**src/rtl/clock_meter_pkg.sv**
```systemverilog
// Shared definitions for the clock period meter: FSM encoding and lock/sync constants.
package clock_meter_pkg;

  typedef enum logic [1:0] {
    ST_IDLE    = 2'd0,
    ST_ARM     = 2'd1,
    ST_MEASURE = 2'd2,
    ST_FAULT   = 2'd3
  } meter_state_e;

  // Two periods within this many cycles of each other count as a match.
  localparam int LOCK_TOL        = 1;
  localparam int MIN_SYNC_STAGES = 2;

endpackage

```
**src/rtl/sync_edge_detect.sv**
```systemverilog
// Multi-flop synchroniser for an asynchronous level plus single-cycle rise/fall strobes.
// Reusable for any slow asynchronous input (buttons, divided clocks).
module sync_edge_detect
  import clock_meter_pkg::*;
#(
  parameter int STAGES = 2
) (
  input  logic clock,
  input  logic reset,
  input  logic din,
  output logic level,
  output logic rise,
  output logic fall
);

  // Requests below the metastability minimum are quietly raised to it.
  localparam int N = (STAGES < MIN_SYNC_STAGES) ? MIN_SYNC_STAGES : STAGES;

  logic [N-1:0] sync_q;
  logic         prev_q;

  // NOTE: non-blocking assignments so each stage captures its neighbour's pre-edge value.
  always_ff @(posedge clock or posedge reset) begin
    if (reset) begin
      sync_q <= '0;
      prev_q <= 1'b0;
    end else begin
      sync_q <= {sync_q[N-2:0], din};
      prev_q <= sync_q[N-1];
    end
  end

  assign level = sync_q[N-1];
  assign rise  = level & ~prev_q;
  assign fall  = ~level & prev_q;

endmodule

```
**src/rtl/clock_period_meter.sv**
```systemverilog
// Measures period and high time of a slow asynchronous clock in system-clock cycles,
// and reports lock (stable period) and timeout (clock stopped).
module clock_period_meter
  import clock_meter_pkg::*;
#(
  parameter int CNT_WIDTH      = 16,
  parameter int SYNC_STAGES    = 2,
  parameter int LOCK_COUNT     = 4,
  parameter int TIMEOUT_CYCLES = 65535
) (
  input  logic                 clock,
  input  logic                 reset,
  input  logic                 enable,
  input  logic                 in_clock,
  output logic [CNT_WIDTH-1:0] period,
  output logic [CNT_WIDTH-1:0] high_time,
  output logic                 period_valid,
  output logic                 locked,
  output logic                 timeout
);

  localparam logic [CNT_WIDTH-1:0] TMO     = CNT_WIDTH'(TIMEOUT_CYCLES);
  localparam logic [CNT_WIDTH-1:0] CNT_ONE = CNT_WIDTH'(1);
  localparam logic [CNT_WIDTH:0]   TOL     = (CNT_WIDTH+1)'(LOCK_TOL);
  localparam logic [3:0]           LOCK_N  = 4'(LOCK_COUNT);

  logic level_unused, rise, fall;

  sync_edge_detect #(
    .STAGES(SYNC_STAGES)
  ) u_sync (
    .clock(clock),
    .reset(reset),
    .din  (in_clock),
    .level(level_unused),
    .rise (rise),
    .fall (fall)
  );

  meter_state_e         state_q, state_d;
  logic [CNT_WIDTH-1:0] cnt_q, cnt_d;
  logic [CNT_WIDTH-1:0] hi_lat_q, hi_lat_d;
  logic [CNT_WIDTH-1:0] prev_period_q, prev_period_d;
  logic [CNT_WIDTH-1:0] period_q, period_d;
  logic [CNT_WIDTH-1:0] high_q, high_d;
  logic [3:0]           match_q, match_d, match_upd;
  logic                 first_q, first_d;
  logic                 pv_q, pv_d;
  logic                 locked_q, locked_d;
  logic                 timeout_q, timeout_d;
  logic [CNT_WIDTH:0]   diff;

  // Extra bit keeps the absolute difference exact for any pair of counts.
  always_comb begin
    if (cnt_q >= prev_period_q) diff = {1'b0, cnt_q} - {1'b0, prev_period_q};
    else                        diff = {1'b0, prev_period_q} - {1'b0, cnt_q};
    if (first_q)            match_upd = '0;
    else if (diff <= TOL)   match_upd = (match_q == LOCK_N) ? match_q : match_q + 4'd1;
    else                    match_upd = '0;
  end

  // NOTE: every _d takes its _q value first, so no path through this block infers a latch.
  always_comb begin
    state_d       = state_q;
    cnt_d         = cnt_q;
    hi_lat_d      = hi_lat_q;
    prev_period_d = prev_period_q;
    period_d      = period_q;
    high_d        = high_q;
    match_d       = match_q;
    first_d       = first_q;
    pv_d          = 1'b0;
    locked_d      = locked_q;
    timeout_d     = timeout_q;

    if (!enable) begin
      state_d   = ST_IDLE;
      cnt_d     = '0;
      match_d   = '0;
      locked_d  = 1'b0;
      timeout_d = 1'b0;
    end else begin
      unique case (state_q)
        ST_IDLE: begin
          cnt_d   = '0;
          match_d = '0;
          state_d = ST_ARM;
        end
        ST_ARM, ST_FAULT: begin
          if (rise) begin
            state_d = ST_MEASURE;
            cnt_d   = CNT_ONE;
            first_d = 1'b1;
          end else if (state_q == ST_ARM) begin
            if (cnt_q >= TMO) begin
              state_d   = ST_FAULT;
              timeout_d = 1'b1;
              locked_d  = 1'b0;
              match_d   = '0;
            end else begin
              cnt_d = cnt_q + CNT_ONE;
            end
          end
        end
        ST_MEASURE: begin
          if (fall) hi_lat_d = cnt_q;
          if (rise) begin
            period_d      = cnt_q;
            high_d        = hi_lat_q;
            pv_d          = 1'b1;
            timeout_d     = 1'b0;
            cnt_d         = CNT_ONE;
            first_d       = 1'b0;
            prev_period_d = cnt_q;
            match_d       = match_upd;
            locked_d      = (match_upd == LOCK_N);
          end else if (cnt_q >= TMO) begin
            state_d   = ST_FAULT;
            timeout_d = 1'b1;
            locked_d  = 1'b0;
            match_d   = '0;
          end else begin
            cnt_d = cnt_q + CNT_ONE;
          end
        end
        default: state_d = ST_IDLE;
      endcase
    end
  end

  always_ff @(posedge clock or posedge reset) begin
    if (reset) begin
      state_q       <= ST_IDLE;
      cnt_q         <= '0;
      hi_lat_q      <= '0;
      prev_period_q <= '0;
      period_q      <= '0;
      high_q        <= '0;
      match_q       <= '0;
      first_q       <= 1'b0;
      pv_q          <= 1'b0;
      locked_q      <= 1'b0;
      timeout_q     <= 1'b0;
    end else begin
      state_q       <= state_d;
      cnt_q         <= cnt_d;
      hi_lat_q      <= hi_lat_d;
      prev_period_q <= prev_period_d;
      period_q      <= period_d;
      high_q        <= high_d;
      match_q       <= match_d;
      first_q       <= first_d;
      pv_q          <= pv_d;
      locked_q      <= locked_d;
      timeout_q     <= timeout_d;
    end
  end

  assign period       = period_q;
  assign high_time    = high_q;
  assign period_valid = pv_q;
  assign locked       = locked_q;
  assign timeout      = timeout_q;

endmodule

```
**config.mk**
```make
export PLATFORM = sky130hd
export DESIGN_NAME = clock_period_meter
export DESIGN_NICKNAME = d
export VERILOG_FILES = /design/src/rtl/clock_meter_pkg.sv /design/src/rtl/sync_edge_detect.sv /design/src/rtl/clock_period_meter.sv
export SDC_FILE = /design/constraint.sdc
export NUM_CORES = 1
export LEC_CHECK = 0
export BUFFER_PORTS_ARGS = -buffer_cell sky130_fd_sc_hd__buf_2
export CAP_MARGIN = 20
export CORE_MARGIN = 5
export CORE_UTILIZATION = 65
export CTS_BUF_LIST = sky130_fd_sc_hd__clkbuf_4 sky130_fd_sc_hd__clkbuf_8
export DETAILED_ROUTE_END_ITERATION = 12
export PLACE_DENSITY = 0.88
export SYNTH_ARGS = -nofsm -noshare
export SYNTH_HDL_FRONTEND = slang
export SYNTH_SLANG_ARGS = --single-unit
```
**constraint.sdc**
```tcl
create_clock -name clock -period 4.6 [get_ports clock]
set_clock_uncertainty 0.1 [all_clocks]
set_input_delay 0.46 -clock clock [delete_from_list [all_inputs] [get_ports clock]]
set_output_delay 0.46 -clock clock [all_outputs]
set_load 0.1 [all_outputs]
```
======== Word-level counts from Yosys, hierarchy flattened ========
Cells that the tools add are included.
storage, ports and cells
  bits in registers ....................... 77
  word-level logic and storage cells ...... 84
  output and inout bits ................... 35
cells by class
  reduce and logical (&&, ||, !) cells .... 9
  multiplexer cells ....................... 40
  $add $sub $neg .......................... 4
  magnitude comparators ................... 3
  bitwise logic cells ..................... 4
  equality and inequality tests ........... 12
operator list
  kind                   count
  $mux 16                5
  $pmux 16 s3            1
  $sub 16x16->17         2
  $mux 4                 8
  $le 17x1->1 const B    1
  $mux 17                1
  $add 16x1->16 const B  1
  $ge 16x16->1           1
  $ge 16x16->1 const B   1
  $mux 1                 15
  $pmux 4 s3             1
  $mux 2                 5
  $ne 3x3->1 const B     3
  $reduce_and 3->1       3
  $eq 4x3->1 const B     2
  $pmux 1 s2             3
  $pmux 2 s3             1
  $add 4x1->4 const B    1
  $eq 2x2->1 const B     2
  $ne 2x2->1 const B     2
  $ne 4x4->1 const B     1
  $reduce_and 2->1       2
  $reduce_and 4->1       1
  $ne 3x1->1 const B     1
  other kinds (6)        8

======== Depth between registers and ports, before layout ========
Gate-level depths: netlist (run 1).
  depth in word-level cells ............... 9
  mapped depth ............................ 13
  mapped depth without buffers ............ 13

======== By module ========
From an unflattened synthesis (run 1), not the netlist that was laid out.
second synthesis, totals
  cell total of the unflattened synthesis .. 580
  area, all modules ....................... 5134.9 um^2
modules (own cells, without submodules)
  module              sequential area each (um^2)  cells an instance  times used  area each (um^2)
  clock_period_meter  1851.8                       574                1           5041.1
  sync_edge_detect    75.1                         6                  1           93.8

======== Worst setup path before layout (run 1) ========
OpenSTA, ideal clock, no wires.
  path kind ............................... flip-flop to flip-flop
  start ................................... reg period[4] (netlist name)
  end ..................................... reg match_q[0]
  library setup time ...................... 0.066 ns
  required time ........................... 4.434 ns
  arrival time ............................ 3.654 ns
  period minus slack after synthesis ...... 3.820 ns
  stages on the path, launching flop included .. 13
  path buffers ............................ 1
  path slack .............................. 0.780 ns
  path through ............................ dfrtp_1 -> inv_1 -> ha_1 -> buf_6 -> a21o_1 -> a31o_1 -> or4_1 -> a221oi_2 -> o21ba_2 -> o221ai_2 -> or3_4 -> nor4_4 -> a22o_1
RTL lines
  item                    line                       source
  end signal: assignment  clock_period_meter.sv:151  match_q <= match_d;
  end: declaration        clock_period_meter.sv:46   logic [3:0] match_q, match_d, match_upd;

======== Worst setup path after layout (run 1) ========
  start ................................... reg cnt_q[2]
  end ..................................... reg match_q[2]
between the ends
  longest elaborated chain between the ends .. 8
ends and longest elaborated chain
  item                                          line                       source
  start: declaration                            clock_period_meter.sv:41   logic [CNT_WIDTH-1:0] cnt_q, cnt_d;
  start signal: assignment                      clock_period_meter.sv:146  cnt_q <= cnt_d;
  $sub 16x16->17, or another cell as far along  clock_period_meter.sv:56   else diff = {1'b0, prev_period_q} - {1'b0, cnt_q};
  $mux 17                                       clock_period_meter.sv:55   if (cnt_q >= prev_period_q) diff = {1'b0, cnt_q} - {1'b0, prev_period_q};
  $le 17x1->1                                   clock_period_meter.sv:58   else if (diff <= TOL) match_upd = (match_q == LOCK_N) ? match_q : match_q + 4'd1;
  $mux 4                                        clock_period_meter.sv:58
  $mux 4                                        clock_period_meter.sv:57   if (first_q) match_upd = '0;
  $mux 4                                        clock_period_meter.sv:107  if (rise) begin
  $pmux 4 s3 *                                  clock_period_meter.sv:83   unique case (state_q)
  $mux 4 *                                      clock_period_meter.sv:76   if (!enable) begin
Mark *: on every way between the ends. The rest lies on a longest branch, timed or not. The select of a mux whose other input is x is not followed.
A chain may end at the register's enable or synchronous reset.

==> results of run 1 <==
-- where the power goes --
group / switching (mW) / internal [mW]
logic: 0.627 / 0.213
clock network: 0.247 / 0.328
registers: 0.0481 / 0.720
-- metrics by stage --
step	utilization [%]	instances	total power [mW]
global route	72.0	676	2.30
global placement	69.0	660	1.60
floorplan	-	542	1.46
CTS	72.0	676	2.18
finish	72.0	676	2.18
detailed placement	69.0	660	1.61
-- kinds of logic after synthesis --
family / after synthesis
mux: 37
xor+xnor: 28
buf+inv: 72
compound gates: 142
fa+ha+maj: 38
simple gates: 148
flops: 77
-- registers in the layout, indices dropped and copies added, names as in the netlist --
register / count
cnt_q: 16
first_q: 1
hi_lat_q: 16
high_time: 16
locked: 1
match_q: 4
period: 16
period_valid: 1
state_q: 2
timeout: 1
u_sync.prev_q: 1
u_sync.sync_q: 2
-- Yosys cell counts, types with 4 or more instances --
master    number
xnor2_1       21
buf_2          7
nand2_1       39
nor2_1        37
a22o_1         4
nor4_1         5
a21boi_0       4
xor2_1         7
mux2_2        33
ha_1          35
mux2i_1        4
a21o_1        13
dfrtp_1       77
nand3b_1       4
nor3_1         8
nand4_1       11
a31oi_1        5
nand3_1       19
clkbuf_1      14
a21oi_1       37
and3_1         6
inv_1         47
o21ai_0       42
-- final cells by class --
cell class | count | area (sq um) | area share (%)
multi-input cells | 393 | 2800 | 51.2
flip-flops and latches | 77 | 1930 | 35.2
repair buffers | 41 | 213 | 3.88
inverters | 47 | 176 | 3.22
clock buffers | 11 | 145 | 2.65
well taps | 102 | 128 | 2.33
clock inverters | 5 | 82.6 | 1.51
-- worst max path at each step --
| stage | slack (ps) | to | cells after the start |
|---|---|---|---|
| floorplan | 780 | match_q[0] | 12 |
| global placement | 1060 | match_q[1] | 10 |
| detailed placement | 940 | match_q[2] | 10 |
| CTS | 900 | match_q[2] | 10 |
| global route | 580 | match_q[3] | 10 |
| finish | 840 | match_q[2] | 10 |
-- routing by layer --
metal	vias up	global-route usage, %	wire, um
met1	2009	35.9	5180
met5	-	0	0
li1	1968	-	-
met4	0	10.8	351
met3	32	4.93	881
met2	203	42.0	5750
-- critical path, cell delays in order, from the launching register on --
cell	delay [ps]
dfrtp_1	470
ha_1	450
a21oi_1	320
a21oi_1	180
o311ai_1	500
and2_1	430
mux2i_1	310
xnor2_1	90
or3_4	400
nor4_4	270
a22o_1	180
==> impl_metrics.csv, run 1 <==
group,metric,value,unit
synthesis,syn_avg_cell_area,9.25,sq um
route,wl_per_cell,18.0,um
setup_path,cp.arrival,3950,ps
route,drc_errors,0,
synthesis,yosys_warnings,0,
clock_tree,cts-root-buf,"clkbuf_8",
floorplan,die_w,97.8,um
layout,design_area,5480,sq um
global_route,overflow,0,
layout,final_common_cell,"dfrtp_1",
route,routed_wl,12200,um
placement,io_buffer_count,38,
hold_path,min_to,"u_sync.sync_q[0]",
layout,final_cell_mix,"dfrtp_1 (77), inv_1 (46), o21ai_0 (42)",
run,cap_viol_max_count,0,
hold_path,hp-class,"in -> reg",
clock_tree,h-tree-depth,3,
global_route,grt_pass1_vias,4276,
global_route,antenna_found_initial,0,
setup_path,cp.required,4790,ps
floorplan,core.rowCount,32,
sta,hold_violations,0,
sta,max_slew.worst_pin.slew,952,ps
floorplan,die_h,97.8,um
setup_path,regToRegEndpoint,"match_q[2]",
synthesis,synth_seq_area_share,38.4,%
setup_path,timing_worst_setup_path_type,"reg -> reg",
route,final_antenna_net_count,0,
global_route,grt.total_usage,26.5,%
power,vdd_drop_max,0.220,mV
placement,placed_cell_area,5250,sq um
sta,timing.hold.ws,111,ps
placement,dp_hpwl,9070,um
run_status,outcome,"finished, final reports clean",
sta,setup_viol,0,
clock_tree,numCtsBuffers,9,
sta,fin_crit,3760,ps
route,drt-pass1-iter-count,5,
layout,nNetsFinal,610,
hold_path,worstHoldPathCells,1,
synthesis,yosys_most_used_dff,"dfrtp_1",
floorplan,die-area,9570,sq um
clock_tree,cts_resized,0,
placement,place_congestion,0.989,
sta,relSlewSlack,36.4,%
synthesis,synthArstFlopShare,100,%
hold_path,worstHoldStart,"in_clock",
setup_path,startpoint,"cnt_q[2]",
setup_path,crit_path_end_kind,"register",
setup_path,ff2ff_path_depth,10,
route,vias,4212,
global_route,grt_max_degree,51,
clock_tree,cts_tree,"built",
clock_tree,cts_hold_buffers,0,
setup_path,r2r_start,"cnt_q[2]",
sta,rsz0062_at_grt,"no",
synthesis,synth_xor_area_share,4.89,%
sta,slew_violations,0,
clock_tree,post_cts_buffers,0,
synthesis,synth_fa_ha_area_share,9.73,%
sta,max_freq,266,MHz
sta,fin_crit_sh,81.8,%
clock_tree,clock_latency,350,ps
layout,drive_gt1_share,17.4,%
setup_path,rrSetupSlack,840,ps
route,initialDrtViolationCount,321,
placement,dp_slack,936,ps
synthesis,ys_ff_latch,77,
setup_path,cp-start-kind,"register",
clock_tree,clock_sinks,77,
synthesis,synth_top_area_cell,"dfrtp_1",
synthesis,synth_top_area_share,38.4,%
sta,final.setup.tns,0,ps
floorplan,pin_count,39,
floorplan,start_util,65.9,%
layout,diodes,0,
sta,worst_slack,839,ps
layout,area_growth,9.21,%
synthesis,synth.distinct_cells,65,
layout,fillers,560,
synthesis,synth_top_family_by_area,"compound AO/OA/AOI/OAI gates",
route,viasPerCell,6.23,
power,leakage,2.59,nW
power,p_per_area,399,nW/um^2
synthesis,syn_nets,583,
clock_tree,path_clk_slew,80,ps
setup_path,crit_fanout,10,
clock_tree,cts_buffer_depth,2,
synthesis,synth_compound_area_share,18.0,%
floorplan,core_area,7610,sq um
synthesis,syn_inst,542,
synthesis,synth_area_leaders,"dfrtp_1 (38%), ha_1 (8.7%), mux2_2 (7.4%), o21ai_0 (4.2%), a21oi_1 (3.7%)",
global_route,grt_pass1_wl,20800,um
synthesis,netlist_area,5010,sq um
synthesis,synth-simple-area-share,14.8,%
synthesis,synthMuxAreaShare,8.21,%
synthesis,synth_edf_count,0,
Power figures use the tool's default switching activity.
==> inputs of run 2 (changes only) <==
--- a/config.mk
+++ b/config.mk
@@ -8,10 +8,10 @@
 export BUFFER_PORTS_ARGS = -buffer_cell sky130_fd_sc_hd__buf_2
 export CAP_MARGIN = 20
 export CORE_MARGIN = 5
-export CORE_UTILIZATION = 65
+export CORE_UTILIZATION = 63
 export CTS_BUF_LIST = sky130_fd_sc_hd__clkbuf_4 sky130_fd_sc_hd__clkbuf_8
 export DETAILED_ROUTE_END_ITERATION = 12
-export PLACE_DENSITY = 0.88
+export PLACE_DENSITY = 0.86
 export SYNTH_ARGS = -nofsm -noshare
 export SYNTH_HDL_FRONTEND = slang
 export SYNTH_SLANG_ARGS = --single-unit
==> constraint.sdc (replaced) <==
create_clock -name clock -period 3.81 [get_ports clock]
set_clock_uncertainty 0.1 [all_clocks]
set_input_delay 0.381 -clock clock [delete_from_list [all_inputs] [get_ports clock]]
set_output_delay 0.381 -clock clock [all_outputs]
set_load 0.1 [all_outputs]
==> impl_metrics.csv, run 2 (synthesis results as in run 1) <==
group,metric,value,unit
run_status,outcome,"finished, final reports clean",
clock_tree,path_clk_slew,90,ps
clock_tree,cts-root-buf,"clkbuf_8",
floorplan,core.rowCount,32,
sta,fin_crit,3530,ps
setup_path,cp-start-kind,"register",
layout,area_growth,11.0,%
setup_path,worstPathCellList,"ha_1 -> a21o_1 -> a31o_1 -> or4_1 -> a221oi_2 -> o21ba_2 -> o221ai_2 -> or3_4 -> nor4_4 -> a22o_1",
clock_tree,cts_tree,"built",
setup_path,crit_fanout,11,
placement,dp_slack,188,ps
power,leakage,2.63,nW
clock_tree,clock_latency,350,ps
route,viasPerCell,6.27,
sta,slew_violations,0,
sta,max_freq,283,MHz
setup_path,crit_path_end_kind,"register",
placement,dp_hpwl,9440,um
route,routed_wl,13100,um
power,p_per_area,482,nW/um^2
power,vdd_drop_max,0.357,mV
sta,setup_viol,0,
setup_path,slowest_stage,"or4_1",
sta,max_slew.worst_pin.slew,834,ps
clock_tree,numCtsBuffers,9,
run,cap_viol_max_count,0,
floorplan,core_area,7730,sq um
route,vias,4301,
layout,fillers,542,
sta,relSlewSlack,43.9,%
sta,fin_crit_sh,92.6,%
clock_tree,post_cts_buffers,0,
layout,diodes,0,
route,wl_per_cell,19.0,um
placement,place_congestion,0.945,
clock_tree,cts_buffer_depth,2,
global_route,grt_max_degree,53,
floorplan,die-area,9840,sq um
clock_tree,clock_sinks,77,
layout,seq_area,1930,sq um
route,drc_errors,0,
floorplan,pin_count,39,
setup_path,critPathMaxStageDelay,520,ps
sta,hold_violations,0,
route,initialDrtViolationCount,298,
setup_path,cp.arrival,3720,ps
floorplan,die_w,99.2,um
layout,drive_gt1_share,19.2,%
layout,nNetsFinal,620,
sta,worst_slack,282,ps
global_route,grt.total_usage,27.6,%
layout,final_common_cell,"dfrtp_1",
layout,multi_input_area,2810,sq um
hold_path,hp-class,"in -> reg",
layout,final_cell_mix,"dfrtp_1 (76), inv_1 (46), o21ai_0 (42)",
sta,final.setup.tns,0,ps
floorplan,start_util,64.9,%
clock_tree,h-tree-depth,3,
route,drt-pass1-iter-count,5,
sta,rsz0062_at_grt,"no",
route,final_antenna_net_count,0,
global_route,antenna_found_initial,0,
global_route,grt_pass1_wl,22100,um
power,total_power,2.68,mW
floorplan,die_h,99.2,um
global_route,grt_pass1_vias,4355,
setup_path,cp.required,4010,ps
placement,io_buffer_count,38,
setup_path,timing_worst_setup_path_type,"reg -> reg",
global_route,overflow,0,
## run 2: cell types whose count changed in the layout (fill, tap and decap cells not counted), sizes merged
cell | before | now
buf | 41 | 50
clkbuf | 11 | 10
clkinv | 2 | 0
clkinvlp | 0 | 2
dlygate4sd3 | 0 | 1
inv | 48 | 49
## run 2: path summary, 6_finish.rpt
path	start	endpoint	slack (ps)	cells after the start
min	in_clock	u_sync.sync_q[0]	30	1
min reg2reg	u_sync.sync_q[0]	u_sync.sync_q[1]	270	0
max	cnt_q[4]	match_q[3]	280	10
max reg2reg	cnt_q[4]	match_q[3]	280	10
max in group asynchronous	reset	period[4]	2020	4
min in group asynchronous	reset	hi_lat_q[13]	490	3
## run 2: through the flow
step / utilization [%] / cells / hold slack (ps) / instance area, sq um
final: 72.0 / 686 / 25.3 / 5570
after global routing: 72.0 / 686 / 21.6 / 5570
after CTS: 71.9 / 686 / 18.3 / 5560
after detailed placement: 68.8 / 669 / 242 / 5320
after global placement: 68.8 / 669 / 236 / 5320
after floorplan: - / 542 / 231 / 5010
## run 2: metal layers
layer	global-route usage, %	vias up	part of all wire (%)
li1	-	1975	-
met1	37.0	2111	42
met2	44.9	177	48
met3	5.40	38	6.3
met4	9.35	0	3.0
met5	0	-	0
## run 2: worst max-delay path, delay by kind of cell, from the launching register on
kind | cells | cell delay [ps]
AO/OA/AOI/OAI | 6 | 1280
AND/OR/NAND/NOR | 3 | 1160
adder cells (fa/ha/maj) | 1 | 460
flip-flops | 1 | 450
## run 2: layout make-up
class	count	share of cell area, %
Clock buffer	10	2.47
Multi-Input combinational cell	393	50.5
Timing Repair Buffer	51	5.22
Clock inverter	6	1.66
Sequential cell	77	34.6
Tap cell	102	2.29
Inverter	47	3.17
## run 2: timing repair
action                                  in CTS  in global routing
endpoints found under the setup margin       0                  5
hold endpoints to repair                    25                  0
hold buffers                                 1                  0
resized for setup                            0                  2
## run 2: power by group
part           leakage, nW  switching [mW]  internal, mW
Combinational         1.51           0.777         0.270
Clock                0.110           0.317         0.391
Sequential            1.01          0.0573         0.870
Total                 2.63            1.15          1.53
